===== src/rtl/ps2_ascii_kbd.sv =====
// ---------------------------------------------------------------------------
// ps2_ascii_kbd
//
// PS/2 keyboard front end for the text-screen memory block. It receives
// 11-bit PS/2 frames, decodes scan-code set 2 make/break/extended
// sequences, tracks Shift and Caps Lock, and translates the last make
// code to ASCII. `pressing` and `ascii_write` form a held-key level. The
// screen memory applies its own repeat-rate throttle.
//
// Parameters:
//   TIMEOUT_CYCLES - idle clk cycles after the last PS/2 falling edge
//                    before a partially received frame is discarded
//   SYNC_STAGES    - synchronizer depth on ps2_clk / ps2_data (2..4)
//
// Ports:
//   clk          in   system clock
//   clrn         in   asynchronous active-low reset
//   ps2_clk      in   raw PS/2 clock
//   ps2_data     in   raw PS/2 data
//   pressing     out  high while the last mapped key is held
//   ascii_write  out  ASCII of the last mapped make code
//   scan_code    out  last accepted make code, without prefix
//   shift_o      out  left or right Shift held
//   caps_o       out  Caps Lock state
//   key_count    out  count of new (non-repeat) mapped presses, wraps
//   frame_err    out  one-cycle pulse on a rejected frame
//
// Optional feature macro: PS2_KBD_NUMPAD_EN
//   When defined, keypad digits/operators are translated, and the
//   extended keypad Enter (E0 5A) and keypad '/' (E0 4A) act as keys.
// ---------------------------------------------------------------------------
module ps2_ascii_kbd #(
    parameter int TIMEOUT_CYCLES = 50000,
    parameter int SYNC_STAGES    = 3
) (
    input  logic       clk,
    input  logic       clrn,
    input  logic       ps2_clk,
    input  logic       ps2_data,
    output logic       pressing,
    output logic [7:0] ascii_write,
    output logic [7:0] scan_code,
    output logic       shift_o,
    output logic       caps_o,
    output logic [7:0] key_count,
    output logic       frame_err
);

    localparam int TW = $clog2(TIMEOUT_CYCLES + 1);
    localparam logic [TW-1:0] TMO_MAX = TW'(TIMEOUT_CYCLES);

    typedef enum logic [1:0] {
        NORM,
        BRK,
        EXT,
        EXT_BRK
    } dec_state_t;

    // -----------------------------------------------------------------------
    // Scan-code set 2 to ASCII. Returns 00 for unmapped codes. Letters
    // follow shift XOR caps; symbols follow shift only.
    // -----------------------------------------------------------------------
    function automatic logic [7:0] xlate(input logic [7:0] code,
                                         input logic       sh,
                                         input logic       cp);
        logic [7:0] r;
        r = 8'h00;
        case (code)
            8'h1C: r = 8'h61; 8'h32: r = 8'h62; 8'h21: r = 8'h63;
            8'h23: r = 8'h64; 8'h24: r = 8'h65; 8'h2B: r = 8'h66;
            8'h34: r = 8'h67; 8'h33: r = 8'h68; 8'h43: r = 8'h69;
            8'h3B: r = 8'h6A; 8'h42: r = 8'h6B; 8'h4B: r = 8'h6C;
            8'h3A: r = 8'h6D; 8'h31: r = 8'h6E; 8'h44: r = 8'h6F;
            8'h4D: r = 8'h70; 8'h15: r = 8'h71; 8'h2D: r = 8'h72;
            8'h1B: r = 8'h73; 8'h2C: r = 8'h74; 8'h3C: r = 8'h75;
            8'h2A: r = 8'h76; 8'h1D: r = 8'h77; 8'h22: r = 8'h78;
            8'h35: r = 8'h79; 8'h1A: r = 8'h7A;
            8'h16: r = sh ? 8'h21 : 8'h31;
            8'h1E: r = sh ? 8'h40 : 8'h32;
            8'h26: r = sh ? 8'h23 : 8'h33;
            8'h25: r = sh ? 8'h24 : 8'h34;
            8'h2E: r = sh ? 8'h25 : 8'h35;
            8'h36: r = sh ? 8'h5E : 8'h36;
            8'h3D: r = sh ? 8'h26 : 8'h37;
            8'h3E: r = sh ? 8'h2A : 8'h38;
            8'h46: r = sh ? 8'h28 : 8'h39;
            8'h45: r = sh ? 8'h29 : 8'h30;
            8'h4E: r = sh ? 8'h5F : 8'h2D;
            8'h55: r = sh ? 8'h2B : 8'h3D;
            8'h54: r = sh ? 8'h7B : 8'h5B;
            8'h5B: r = sh ? 8'h7D : 8'h5D;
            8'h5D: r = sh ? 8'h7C : 8'h5C;
            8'h4C: r = sh ? 8'h3A : 8'h3B;
            8'h52: r = sh ? 8'h22 : 8'h27;
            8'h41: r = sh ? 8'h3C : 8'h2C;
            8'h49: r = sh ? 8'h3E : 8'h2E;
            8'h4A: r = sh ? 8'h3F : 8'h2F;
            8'h0E: r = sh ? 8'h7E : 8'h60;
            8'h29: r = 8'h20;
            8'h5A: r = 8'h0D;
            8'h66: r = 8'h08;
            8'h0D: r = 8'h09;
`ifdef PS2_KBD_NUMPAD_EN
            8'h70: r = 8'h30; 8'h69: r = 8'h31; 8'h72: r = 8'h32;
            8'h7A: r = 8'h33; 8'h6B: r = 8'h34; 8'h73: r = 8'h35;
            8'h74: r = 8'h36; 8'h6C: r = 8'h37; 8'h75: r = 8'h38;
            8'h7D: r = 8'h39; 8'h71: r = 8'h2E; 8'h79: r = 8'h2B;
            8'h7B: r = 8'h2D; 8'h7C: r = 8'h2A;
`endif
            default: r = 8'h00;
        endcase
        // Only the a..z range is case-folded; shifted symbols lie outside it.
        if (r >= 8'h61 && r <= 8'h7A && (sh ^ cp)) begin
            r = r - 8'h20;
        end
        return r;
    endfunction

    // -----------------------------------------------------------------------
    // Synchronizers and falling-edge detector
    // -----------------------------------------------------------------------
    logic [SYNC_STAGES-1:0] clk_sync_q, clk_sync_d;
    logic [SYNC_STAGES-1:0] data_sync_q, data_sync_d;
    logic                   clk_prev_q, clk_prev_d;
    logic                   ps2_clk_s, ps2_data_s, fall;

    assign ps2_clk_s  = clk_sync_q[SYNC_STAGES-1];
    assign ps2_data_s = data_sync_q[SYNC_STAGES-1];
    assign fall       = clk_prev_q & ~ps2_clk_s;

    always_comb begin
        clk_sync_d  = {clk_sync_q[SYNC_STAGES-2:0], ps2_clk};
        data_sync_d = {data_sync_q[SYNC_STAGES-2:0], ps2_data};
        clk_prev_d  = ps2_clk_s;
    end

    // -----------------------------------------------------------------------
    // Frame receiver and idle timeout
    // -----------------------------------------------------------------------
    logic [3:0]    bit_cnt_q, bit_cnt_d;
    logic [9:0]    shift_q, shift_d;
    logic [TW-1:0] tmo_q, tmo_d;
    logic          strobe_q, strobe_d;
    logic [7:0]    byte_q, byte_d;
    logic          err_q, err_d;
    logic [10:0]   frame_w;

    // frame_w is the frame as it looks once the bit on this edge lands:
    // [0]=start, [8:1]=data, [9]=parity, [10]=stop.
    assign frame_w = {ps2_data_s, shift_q};

    always_comb begin
        bit_cnt_d = bit_cnt_q;
        shift_d   = shift_q;
        tmo_d     = tmo_q;
        strobe_d  = 1'b0;
        byte_d    = byte_q;
        err_d     = 1'b0;
        if (fall) begin
            shift_d = frame_w[10:1];
            tmo_d   = '0;
            if (bit_cnt_q == 4'd10) begin
                bit_cnt_d = 4'd0;
                if (!frame_w[0] && frame_w[10] && (^frame_w[9:1])) begin
                    strobe_d = 1'b1;
                    byte_d   = frame_w[8:1];
                end else begin
                    err_d = 1'b1;
                end
            end else begin
                bit_cnt_d = bit_cnt_q + 4'd1;
            end
        end else begin
            if (tmo_q != TMO_MAX) begin
                tmo_d = tmo_q + TW'(1);
            end
            if (bit_cnt_q != 4'd0 && tmo_q == TMO_MAX) begin
                bit_cnt_d = 4'd0;
            end
        end
    end

    // -----------------------------------------------------------------------
    // Decoder: one byte per strobe, make/break/extended handling
    // -----------------------------------------------------------------------
    dec_state_t state_q, state_d;
    logic       lshift_q, lshift_d;
    logic       rshift_q, rshift_d;
    logic       caps_q, caps_d;
    logic [7:0] last_make_q, last_make_d;
    logic       pressing_q, pressing_d;
    logic [7:0] ascii_q, ascii_d;
    logic [7:0] scan_q, scan_d;
    logic [7:0] count_q, count_d;
    logic       make_en;
    logic [7:0] make_ascii;

    always_comb begin
        state_d     = state_q;
        lshift_d    = lshift_q;
        rshift_d    = rshift_q;
        caps_d      = caps_q;
        last_make_d = last_make_q;
        pressing_d  = pressing_q;
        ascii_d     = ascii_q;
        scan_d      = scan_q;
        count_d     = count_q;
        make_en     = 1'b0;
        make_ascii  = 8'h00;
        if (strobe_q) begin
            case (state_q)
                NORM: begin
                    if (byte_q == 8'hE0) begin
                        state_d = EXT;
                    end else if (byte_q == 8'hF0) begin
                        state_d = BRK;
                    end else begin
                        last_make_d = byte_q;
                        if (byte_q == 8'h12) begin
                            lshift_d = 1'b1;
                        end else if (byte_q == 8'h59) begin
                            rshift_d = 1'b1;
                        end else if (byte_q == 8'h58) begin
                            // Typematic repeats of Caps Lock must not re-toggle.
                            if (last_make_q != 8'h58) begin
                                caps_d = ~caps_q;
                            end
                        end else begin
                            make_en    = 1'b1;
                            make_ascii = xlate(byte_q, lshift_q | rshift_q, caps_q);
                        end
                    end
                end
                BRK: begin
                    state_d = NORM;
                    if (byte_q == 8'h12) begin
                        lshift_d = 1'b0;
                    end else if (byte_q == 8'h59) begin
                        rshift_d = 1'b0;
                    end
                    if (byte_q == scan_q && pressing_q) begin
                        pressing_d = 1'b0;
                    end
                    // A released key is no longer "previous make" so the
                    // next press of Caps Lock toggles again.
                    if (byte_q == last_make_q) begin
                        last_make_d = 8'h00;
                    end
                end
                EXT: begin
                    if (byte_q == 8'hF0) begin
                        state_d = EXT_BRK;
                    end else begin
                        state_d = NORM;
`ifdef PS2_KBD_NUMPAD_EN
                        if (byte_q == 8'h5A) begin
                            make_en    = 1'b1;
                            make_ascii = 8'h0D;
                        end else if (byte_q == 8'h4A) begin
                            make_en    = 1'b1;
                            make_ascii = 8'h2F;
                        end
`endif
                    end
                end
                EXT_BRK: begin
                    state_d = NORM;
`ifdef PS2_KBD_NUMPAD_EN
                    if ((byte_q == 8'h5A || byte_q == 8'h4A) &&
                        byte_q == scan_q && pressing_q) begin
                        pressing_d = 1'b0;
                    end
`endif
                end
                default: state_d = NORM;
            endcase
        end
        // Unmapped makes (translation 00) leave every output untouched.
        if (make_en && make_ascii != 8'h00) begin
            ascii_d    = make_ascii;
            scan_d     = byte_q;
            pressing_d = 1'b1;
            if (!pressing_q || byte_q != scan_q) begin
                count_d = count_q + 8'd1;
            end
        end
    end

    // -----------------------------------------------------------------------
    // State registers
    // -----------------------------------------------------------------------
    always_ff @(posedge clk or negedge clrn) begin
        if (!clrn) begin
            clk_sync_q  <= '0;
            data_sync_q <= '0;
            clk_prev_q  <= 1'b0;
            bit_cnt_q   <= 4'd0;
            shift_q     <= '0;
            tmo_q       <= '0;
            strobe_q    <= 1'b0;
            byte_q      <= 8'h00;
            err_q       <= 1'b0;
            state_q     <= NORM;
            lshift_q    <= 1'b0;
            rshift_q    <= 1'b0;
            caps_q      <= 1'b0;
            last_make_q <= 8'h00;
            pressing_q  <= 1'b0;
            ascii_q     <= 8'h00;
            scan_q      <= 8'h00;
            count_q     <= 8'h00;
        end else begin
            clk_sync_q  <= clk_sync_d;
            data_sync_q <= data_sync_d;
            clk_prev_q  <= clk_prev_d;
            bit_cnt_q   <= bit_cnt_d;
            shift_q     <= shift_d;
            tmo_q       <= tmo_d;
            strobe_q    <= strobe_d;
            byte_q      <= byte_d;
            err_q       <= err_d;
            state_q     <= state_d;
            lshift_q    <= lshift_d;
            rshift_q    <= rshift_d;
            caps_q      <= caps_d;
            last_make_q <= last_make_d;
            pressing_q  <= pressing_d;
            ascii_q     <= ascii_d;
            scan_q      <= scan_d;
            count_q     <= count_d;
        end
    end

    assign pressing    = pressing_q;
    assign ascii_write = ascii_q;
    assign scan_code   = scan_q;
    assign shift_o     = lshift_q | rshift_q;
    assign caps_o      = caps_q;
    assign key_count   = count_q;
    assign frame_err   = err_q;

endmodule


===== config.mk =====
export PLATFORM = sky130hd
export DESIGN_NAME = ps2_ascii_kbd
export DESIGN_NICKNAME = d
export VERILOG_FILES = /design/src/rtl/ps2_ascii_kbd.sv
export SDC_FILE = /design/constraint.sdc
export NUM_CORES = 1
export LEC_CHECK = 0
export CORE_MARGIN = 3
export CORE_UTILIZATION = 50
export DETAILED_ROUTE_END_ITERATION = 10
export PLACE_DENSITY = 0.7
export SLEW_MARGIN = 20
export SYNTH_ARGS = -nofsm -noshare
export SYNTH_HDL_FRONTEND = slang
export SYNTH_SLANG_ARGS = --single-unit

===== constraint.sdc =====
create_clock -name clk -period 4 [get_ports clk]
set_clock_uncertainty 0.05 [all_clocks]
set_input_delay 0.4 -clock clk [delete_from_list [all_inputs] [get_ports clk]]
set_output_delay 0.4 -clock clk [all_outputs]
set_load 0.01 [all_outputs]

==> results of run 1 <==
==> layer usage <==
metal | global-route usage | up-vias
met5 | 0 | -
met4 | 0.0766 | 0
met3 | 0.0426 | 21
met2 | 0.352 | 115
met1 | 0.326 | 2097
li1 | - | 2053
==> sequential cells by signal, summed over array words and instances (netlist names) <==
signal,cells
clk_sync_q,3
byte_q,8
bit_cnt_q,4
scan_code,8
strobe_q,1
data_sync_q,3
lshift_q,1
ascii_write,8
key_count,8
caps_o,1
shift_q,10
frame_err,1
state_q,2
clk_prev_q,1
rshift_q,1
last_make_q,8
tmo_q,16
pressing,1
==> cell usage after synthesis (7+ instances only) <==
library cell	number	share of area
nor2_1	36	0.026
xnor2_1	24	0.041
nor4bb_1	9	0.017
a22o_1	8	0.014
nor3_1	17	0.016
nand2_1	42	0.030
nand4_1	18	0.022
dfrtp_1	85	0.41
ha_1	7	0.017
nor3b_1	12	0.017
inv_1	22	0.016
a21oi_1	12	0.012
nand2b_1	7	0.0085
mux2_2	26	0.057
nor2b_1	10	0.012
o211ai_1	9	0.013
xor2_1	26	0.044
o21ai_0	29	0.028
nand3_1	23	0.022
nor4b_1	8	0.014
clkbuf_1	16	0.012
buf_2	10	0.0097
==> metrics by stage <==
step | std cells | utilization | instance area (sq um) | hold WS [ns]
floorplan | 546 | - | 5180 | 0.0544
global placement | 703 | 0.576 | 5710 | 0.282
detailed placement | 703 | 0.576 | 5710 | 0.286
CTS | 719 | 0.595 | 5900 | 0.110
global route | 719 | 0.595 | 5900 | 0.124
finish | 719 | 0.595 | 5900 | 0.0780
==> where the power goes <==
group	leakage [nW]	internal [mW]	total (mW)	switching, mW
clock network	0.101	0.267	0.584	0.318
logic	1.40	0.170	0.328	0.157
registers	1.14	0.931	1.02	0.0880
total	2.64	1.37	1.93	0.563
==> worst register-to-register path: stages, from the launching register on <==
cell and delay, ns:
dfrtp_1 0.65, and4b_1 0.42, a22oi_1 0.28, o22ai_1 0.11, or4_1 0.51, or4b_4 0.55, nor4_4 0.32, nor2b_2 0.21
mux2_4 0.33
==> cells in the final DEF (no fill, tap or decap), types with 5 or more instances in the layout <==
| cell | instances |
|---|---|
| xnor2_1 | 24 |
| nand3_1 | 23 |
| nor2_1 | 36 |
| ha_1 | 7 |
| clkbuf_8 | 11 |
| or3_1 | 6 |
| a21oi_1 | 12 |
| o21ai_0 | 29 |
| buf_4 | 32 |
| xor2_1 | 26 |
| nand2b_1 | 7 |
| nor3b_1 | 12 |
| a32oi_1 | 5 |
| o211ai_1 | 9 |
| nor4bb_1 | 9 |
| nor4_1 | 5 |
| nor2b_1 | 9 |
| mux2_2 | 26 |
| nand4_1 | 18 |
| nor4b_1 | 8 |
| nor3_1 | 17 |
| inv_1 | 22 |
| a22o_1 | 8 |
| clkdlybuf4s50_1 | 30 |
| and3b_1 | 5 |
| dfrtp_1 | 85 |
| nand2_1 | 42 |
==> area by class of cell <==
class / instances / share of cell area
sequential: 85 / 0.361
timing repair buffer: 62 / 0.0917
clock buffer: 11 / 0.0257
tap: 133 / 0.0282
inverter: 23 / 0.0146
clock inverter: 5 / 0.00679
multi-input combinational: 400 / 0.472
==> path summary, 6_finish.rpt <==
| path | cells after the start | from | to |
|---|---|---|---|
| max in group asynchronous | 2 | clrn | key_count[3]$_DFFE_PN0P_ |
| setup reg to reg | 8 | byte_q[3]$_DFFE_PN0P_ | scan_code[5]$_DFFE_PN0P_ |
| hold reg to reg | 0 | clk_sync_q[1]$_DFF_PN0_ | clk_sync_q[2]$_DFF_PN0_ |
| setup / recovery | 8 | byte_q[3]$_DFFE_PN0P_ | scan_code[5]$_DFFE_PN0P_ |
| hold / removal | 1 | clrn | ascii_write[3]$_DFFE_PN0P_ |
| min in group clk | 0 | clk_sync_q[1]$_DFF_PN0_ | clk_sync_q[2]$_DFF_PN0_ |
==> cell families after synthesis <==
logic type | Yosys count | share of synthesized area
buffers and inverters | 61 | 0.0524
AND/OR/NAND/NOR | 216 | 0.239
adder cells (fa/ha/maj) | 7 | 0.0169
multiplexers | 30 | 0.0681
AO/OA/AOI/OAI | 97 | 0.128
XOR/XNOR | 50 | 0.0845
flip-flops | 85 | 0.411
==> flow_summary.yaml, run 1 <==
clock_network:
  clk_path_buf_depth: 2
  clock_latency_ns: 0.35
  cts-resized-gates: 0
  htreeDepth: 3
  cts_hold_buf: 0
  cts_buffers: 9
  cts_tree: "yes"
  clock_sinks: 85
  clkSlewWorstSetupHoldPaths_ns: 0.09
  clockRootBuffer: "clkbuf_8"
  cts_setup_buffers: 0
floorplanning:
  die_x_um: 108
  dieArea_sq_um: 11600
  io_pins: 32
  num_rows: 36
  initial_core_util: 0.523
  core-area_sq_um: 9910
  fp.dieH_um: 108
outcome:
  status: "complete, no violations"
critical_path:
  worstPathMaxFanout: 24
  worst_setup_path_start_kind: "flop"
  cp_data_required_time_ns: 4.18
  cpPeakStageDelay_ns: 0.65
  arrival_ns: 3.74
  crit_type: "reg2reg"
  path_cells: "and4b_1 > a22oi_1 > o22ai_1 > or4_1 > or4b_4 > nor4_4 > nor2b_2 > mux2_4"
  reg2reg_slack_ns: 0.44
  critical_path.endpoint_type: "flop"
  critical_path_buf_inv_count: 0
  cpMaxStageDelayCell: "dfrtp_1"
  critPathTopFamily: "simple AND/OR/NAND/NOR gates"
cells_and_area:
  syn_to_final_growth_pct: 13.8
  regArea_sq_um: 2130
  drive_above_1_share: 0.148
  diodes: 0
  multi_input_area_sq_um: 2790
  fillerInstances: 905
  final_nets: 592
yosys:
  synth.distinct_cells: 63
  yosys_warnings: 0
  ys_ff_latch: 85
  syn_inst: 546
  syn_nets: 557
  syn_area_sq_um: 5180
  synthArstFlopShare: 1.00
  synth_edf_count: 0
  synthFlopType: "dfrtp_1"
  syn_avg_cell_area_sq_um: 9.49
  yosysSeqAreaShare: 0.411
timing:
  worstMarginPinSlew_ns: 0.843
  fmax_ghz: 0.281
  setup_violations: 0
  max-slew-margin-rel: 0.438
  post-route-min-period_ns: 3.56
  slew_violations: 0
  hold_viol: 0
  tns_ns: 0
  rsz0062_at_grt: "no"
  worst_slack_ns: 0.443
  fin_crit_sh: 0.889
routing:
  vias: 4286
  ant_nets: 0
  route.met3.wl_um: 540
  routedWlPerCell_um: 17.4
  drt-met1-wl_mm: 5.92
  drtIter0Drc: 319
  wl_met2_mm: 5.81
  first_pass_iters: 5
  via_per_inst: 5.96
  route.detailed.drc: 0
  highest_layer: "met4"
  wl_mm: 12.5
placement:
  gp_congestion: 0.971
  dp_slack_ns: 0.478
  port_buffers: 31
  hpwl_mm: 9.17
pwr:
  power.density_nw_per_um2: 327
  leakage_nw: 2.64
  irDropWorstVdd_uv: 277
  total_power_mw: 1.93
grt:
  grt_start_max_net_pins: 68
  antenna_found_initial: 0
  grt-ovfl-total: 0
  grt_first_pass_wirelength_mm: 21.1
  grt_use_total: 0.229
  grt_pass1_vias: 4148
run:
  max_cap_violations: 0
worst_hold_path:
  hold_path.class: "in2async"
No activity file was read; power rests on OpenSTA's default activity.
==> run 2, diff against run 1 <==
--- a/config.mk
+++ b/config.mk
@@ -5,6 +5,7 @@
 export SDC_FILE = /design/constraint.sdc
 export NUM_CORES = 1
 export LEC_CHECK = 0
+export CORE_ASPECT_RATIO = 1.1
 export CORE_MARGIN = 3
 export CORE_UTILIZATION = 50
 export DETAILED_ROUTE_END_ITERATION = 10
==> flow_summary.yaml, run 2 (synthesized netlist as in run 1, its figures left out) <==
outcome:
  status: "complete, no violations"
pwr:
  irDropWorstVdd_uv: 366
  leakage_nw: 2.62
  total_power_mw: 1.99
  power.density_nw_per_um2: 339
cells_and_area:
  mostFrequentLayoutCell: "dfrtp_1"
  syn_to_final_growth_pct: 13.4
  fillerInstances: 883
  largest_register_ffs: 16
  final_nets: 587
  diodes: 0
  top_regs: "tmo_q x16, shift_q x10"
  final_cell_mix: "dfrtp_1, nand2_1, nor2_1"
  drive_above_1_share: 0.136
  final_util: 0.588
  largest_register: "tmo_q"
critical_path:
  worst_setup_path_start_kind: "flop"
  ff2ff_path_depth: 10
  worstPathMaxFanout: 23
  critical_path.endpoint_type: "flop"
  cp_data_required_time_ns: 4.19
  crit_type: "reg2reg"
  arrival_ns: 3.81
floorplanning:
  die_x_um: 103
  dieArea_sq_um: 11600
  num_rows: 38
  io_pins: 32
  initial_core_util: 0.519
  fp.dieH_um: 113
  core-area_sq_um: 9980
timing:
  hold_viol: 0
  setup_violations: 0
  worstMarginPinSlew_ns: 0.811
  worst_slack_ns: 0.383
  fin_crit_sh: 0.904
  max-slew-margin-rel: 0.459
  rsz0062_at_grt: "no"
  post-route-min-period_ns: 3.62
  slew_violations: 0
  fmax_ghz: 0.276
  tns_ns: 0
clock_network:
  cts_buffers: 9
  cts-resized-gates: 0
  clock_latency_ns: 0.35
  clk_path_buf_depth: 2
  clock_sinks: 85
  cts_setup_buffers: 0
  cts_tree: "yes"
  cts_hold_buf: 0
  clkSlewWorstSetupHoldPaths_ns: 0.08
  clockRootBuffer: "clkbuf_8"
  htreeDepth: 3
routing:
  wl_mm: 13.2
  routedWlPerCell_um: 18.8
  via_per_inst: 6.17
  route.detailed.drc: 0
  drtIter0Drc: 490
  vias: 4318
  ant_nets: 0
  first_pass_iters: 5
grt:
  grt-ovfl-total: 0
  grt_start_max_net_pins: 86
  grt_pass1_vias: 4362
  antenna_found_initial: 0
  grt_first_pass_wirelength_mm: 22.2
  grt_use_total: 0.241
worst_hold_path:
  hold_path.class: "in2async"
placement:
  hpwl_mm: 9.35
  dp_slack_ns: 0.440
  gp_congestion: 0.970
  port_buffers: 31
run:
  max_cap_violations: 0
## run 2: cell count changes in the layout (fill, tap and decap cells not counted), sizes merged
| cell | before | now |
|---|---|---|
| bufinv | 0 | 2 |
| inv | 26 | 23 |
| buf | 32 | 27 |
## run 2: worst paths after layout
check | startpoint | endpoint | slack (ns)
worst max register to register | byte_q[3]$_DFFE_PN0P_ | scan_code[3]$_DFFE_PN0P_ | 0.38
worst min-delay path | clrn | caps_o$_DFFE_PN0P_ | 0.01
worst min register to register | clk_sync_q[0]$_DFF_PN0_ | clk_sync_q[1]$_DFF_PN0_ | 0.30
max in group asynchronous | clrn | bit_cnt_q[0]$_DFFE_PN0P_ | 3.34
worst max-delay path | byte_q[3]$_DFFE_PN0P_ | scan_code[3]$_DFFE_PN0P_ | 0.38
min in group clk | clk_sync_q[0]$_DFF_PN0_ | clk_sync_q[1]$_DFF_PN0_ | 0.30
## run 2: layer usage
metal | global-route usage | share of wire | vias to the layer above | routed length, um
li1 | - | - | 2037 | -
met1 | 0.323 | 0.44 | 2086 | 5810
met2 | 0.381 | 0.48 | 159 | 6290
met3 | 0.0506 | 0.054 | 36 | 705
met4 | 0.0950 | 0.027 | 0 | 350
met5 | 0 | 0 | - | 0
## run 2: worst max-delay path: stages, from the launching register on
cell	delay, ns
dfrtp_1	0.87
buf_4	0.29
buf_4	0.23
nor4bb_1	0.30
o211ai_1	0.13
o221ai_1	0.14
a2111oi_0	0.14
nand2_1	0.25
nor4_4	0.08
nor2b_2	0.60
mux2_2	0.41
## run 2: power by group
group          switching [mW]  total (mW)  internal [mW]
sequential             0.0876        1.02          0.931
clock                   0.297       0.646          0.349
combinational           0.159       0.328          0.169
## run 2: cell type report
cell class,instances,area (sq um),area share
Sequential cell,85,2130,0.362
Timing Repair Buffer,57,519,0.0884
Clock buffer,11,131,0.0224
Tap cell,120,150,0.0256
Inverter,23,86.3,0.0147
Multi-Input combinational cell,400,2790,0.474
Clock inverter,4,73.8,0.0126
## run 2: stage by stage
| step | cell area, sq um | hold slack [ns] | instances |
|---|---|---|---|
| floorplan | 5180 | 0.0544 | 546 |
| global placement | 5660 | 0.284 | 685 |
| detailed placement | 5660 | 0.285 | 685 |
| CTS | 5870 | 0.221 | 700 |
| global route | 5870 | 0.0760 | 700 |
| finish | 5870 | 0.0123 | 700 |
==> edit, RTL diff (config.mk and constraints of run 1) <==
Encoding of `dec_state_t`: now one-hot (4 bits for 4 states).
--- a/src/rtl/ps2_ascii_kbd.sv
+++ b/src/rtl/ps2_ascii_kbd.sv
@@ -49,11 +49,11 @@
     localparam int TW = $clog2(TIMEOUT_CYCLES + 1);
     localparam logic [TW-1:0] TMO_MAX = TW'(TIMEOUT_CYCLES);
 
-    typedef enum logic [1:0] {
-        NORM,
-        BRK,
-        EXT,
-        EXT_BRK
+    typedef enum logic [3:0] {
+        NORM    = 4'b0001,
+        BRK     = 4'b0010,
+        EXT     = 4'b0100,
+        EXT_BRK = 4'b1000
     } dec_state_t;
 
     // -----------------------------------------------------------------------
Behaviour: no difference found for any inputs over 10 cycles, from zero or initial values; not proved beyond that.
==> edit against run 1 <==
- setup slack gained 0.029 ns
- routed wire length grew 11%
- synthesized area grew 5.8%
- fmax grew 0.81%
- sequential cell count grew 2
- total power grew 2.2%
- design area grew 3.2%
- die area grew 5.5%
==> edit: results (changes against run 1) <==
----------------------------------------------------
[Run status]
  Status ... finished clean (unchanged)

[Placement]
  Placed Area ... 5900 um^2 (was 5710 um^2)
  Routability-driven placement congestion ratio ... 0.984 (was 0.971)
  DPL Wire Length ... 10,100 um (was 9170 um)
  Cell total after placement ... 727 (was 703)

[Final layout]
  Share of cells above drive strength 1 ... 0.139 (was 0.148)
  Number of antenna repair diodes ... 0 (unchanged)
  Number of nets at the end of the flow ... 613 (was 592)

[Power and ir drop]
  Switching fraction of total power ... 0.285 (was 0.292)
  Leakage ... 2.54 nW (was 2.64 nW)
  VDD IR-drop max ... 0.371 mV (was 0.277 mV)

[Logic synthesis]
  Post-Syn Nets ... 588 (was 557)
  Sequential cell area fraction in the yosys report ... 0.397 (was 0.411)
  Distinct cell type count of the synthesized netlist ... 78 (was 63)
  Largest cells by area after synthesis ... sky130_fd_sc_hd__dfrtp_1, sky130_fd_sc_hd__mux2_2, sky130_fd_sc_hd__xnor2_1 (was sky130_fd_sc_hd__dfrtp_1, sky130_fd_sc_hd__mux2_2, sky130_fd_sc_hd__xor2_1)
  Top post-synthesis cells by count ... sky130_fd_sc_hd__dfrtp_1, sky130_fd_sc_hd__nand2_1, sky130_fd_sc_hd__nor2_1 (unchanged)
  Post-Syn Instances ... 577 (was 546)

[Critical path]
  Crit-path max FO ... 25 (was 24)
  Register-to-register setup slack ... 0.47 ns (was 0.44 ns)
  Capturing point of the worst reg2reg path ... scan_code[1] (was scan_code[5])
  Slowest cell delay on critical path ... 0.91 ns (was 0.65 ns)
  Worst endpoint data arrival time ... 3.72 ns (was 3.74 ns)

[GRT]
  GRT Util Overall ... 0.232 (was 0.229)
  Vias in the first global route ... 4,495 (was 4,148)
  Maximum number of pins on one net before global-route repair ... 61 (was 68)
  Wire length of the first global-routing pass ... 23,400 um (was 21,100 um)

[STA]
  Final worst hold slack ... 0.0641 ns (was 0.0780 ns)
  Worst max-slew margin expressed relative to the limit ... 0.336 (was 0.438)

[Route]
  Number of vias per cell ... 6.19 (was 5.96)
  Initial DRC count ... 394 (was 319)
  Post-detailed-routing wire length ... 13,900 um (was 12,500 um)

----------------------------------------------------
-- edit: per-layer routing --
layer	GRT usage	up-vias	routed length (um)
li1	-	2154	-
met1	0.317	2257	6290
met2	0.369	158	6480
met3	0.0524	26	865
met4	0.0706	0	299
met5	0	-	0
-- edit: how the worst max path moves through the flow --
stage	startpoint	endpoint	cells after the start	slack [ns]
global route	byte_q[5]	scan_code[1]	8	0.29
global placement	byte_q[1]	scan_code[5]	10	0.50
finish	byte_q[5]	scan_code[1]	8	0.47
detailed placement	byte_q[0]	scan_code[1]	8	0.53
CTS	byte_q[0]	scan_code[1]	8	0.53
floorplan	byte_q[5]	scan_code[6]	11	1.16
-- edit: layout make-up --
cell class | instances | area share
repair buffers | 57 | 0.0827
multi-input cells | 431 | 0.491
clock inverters | 5 | 0.00966
inverters | 16 | 0.00987
well taps | 136 | 0.0280
clock buffers | 10 | 0.0210
flip-flops and latches | 87 | 0.358
-- edit: kinds of logic (layout without fill, tap and decap cells) --
family                     count (synthesis)  after routing  synth area share
and+or+nand+nor                          231            231             0.243
AOI/OAI and AO/OA                        114            114             0.144
DFF                                       87             87             0.397
buffers and inverters                     59             88            0.0598
xor gates and xnor gates                  50             50            0.0799
muxes                                     29             29            0.0598
adders and majority gates                  7              7            0.0160
-- edit: per-stage QoR --
step,utilization,setup slack [ns]
finish,0.579,0.472
global route,0.579,0.287
CTS,0.579,0.535
detailed placement,0.561,0.535
global placement,0.561,0.502
floorplan,-,1.16
-- edit: power by group through the flow --
stage                     Clock [W]  Sequential (W)  Combinational (W)
final                      0.000586         0.00105           0.000336
after global routing       0.000640         0.00107           0.000384
after CTS                  0.000611         0.00105           0.000341
after detailed placement          0         0.00107           0.000337
after global placement            0         0.00106           0.000331
after floorplan                   0         0.00103           0.000280
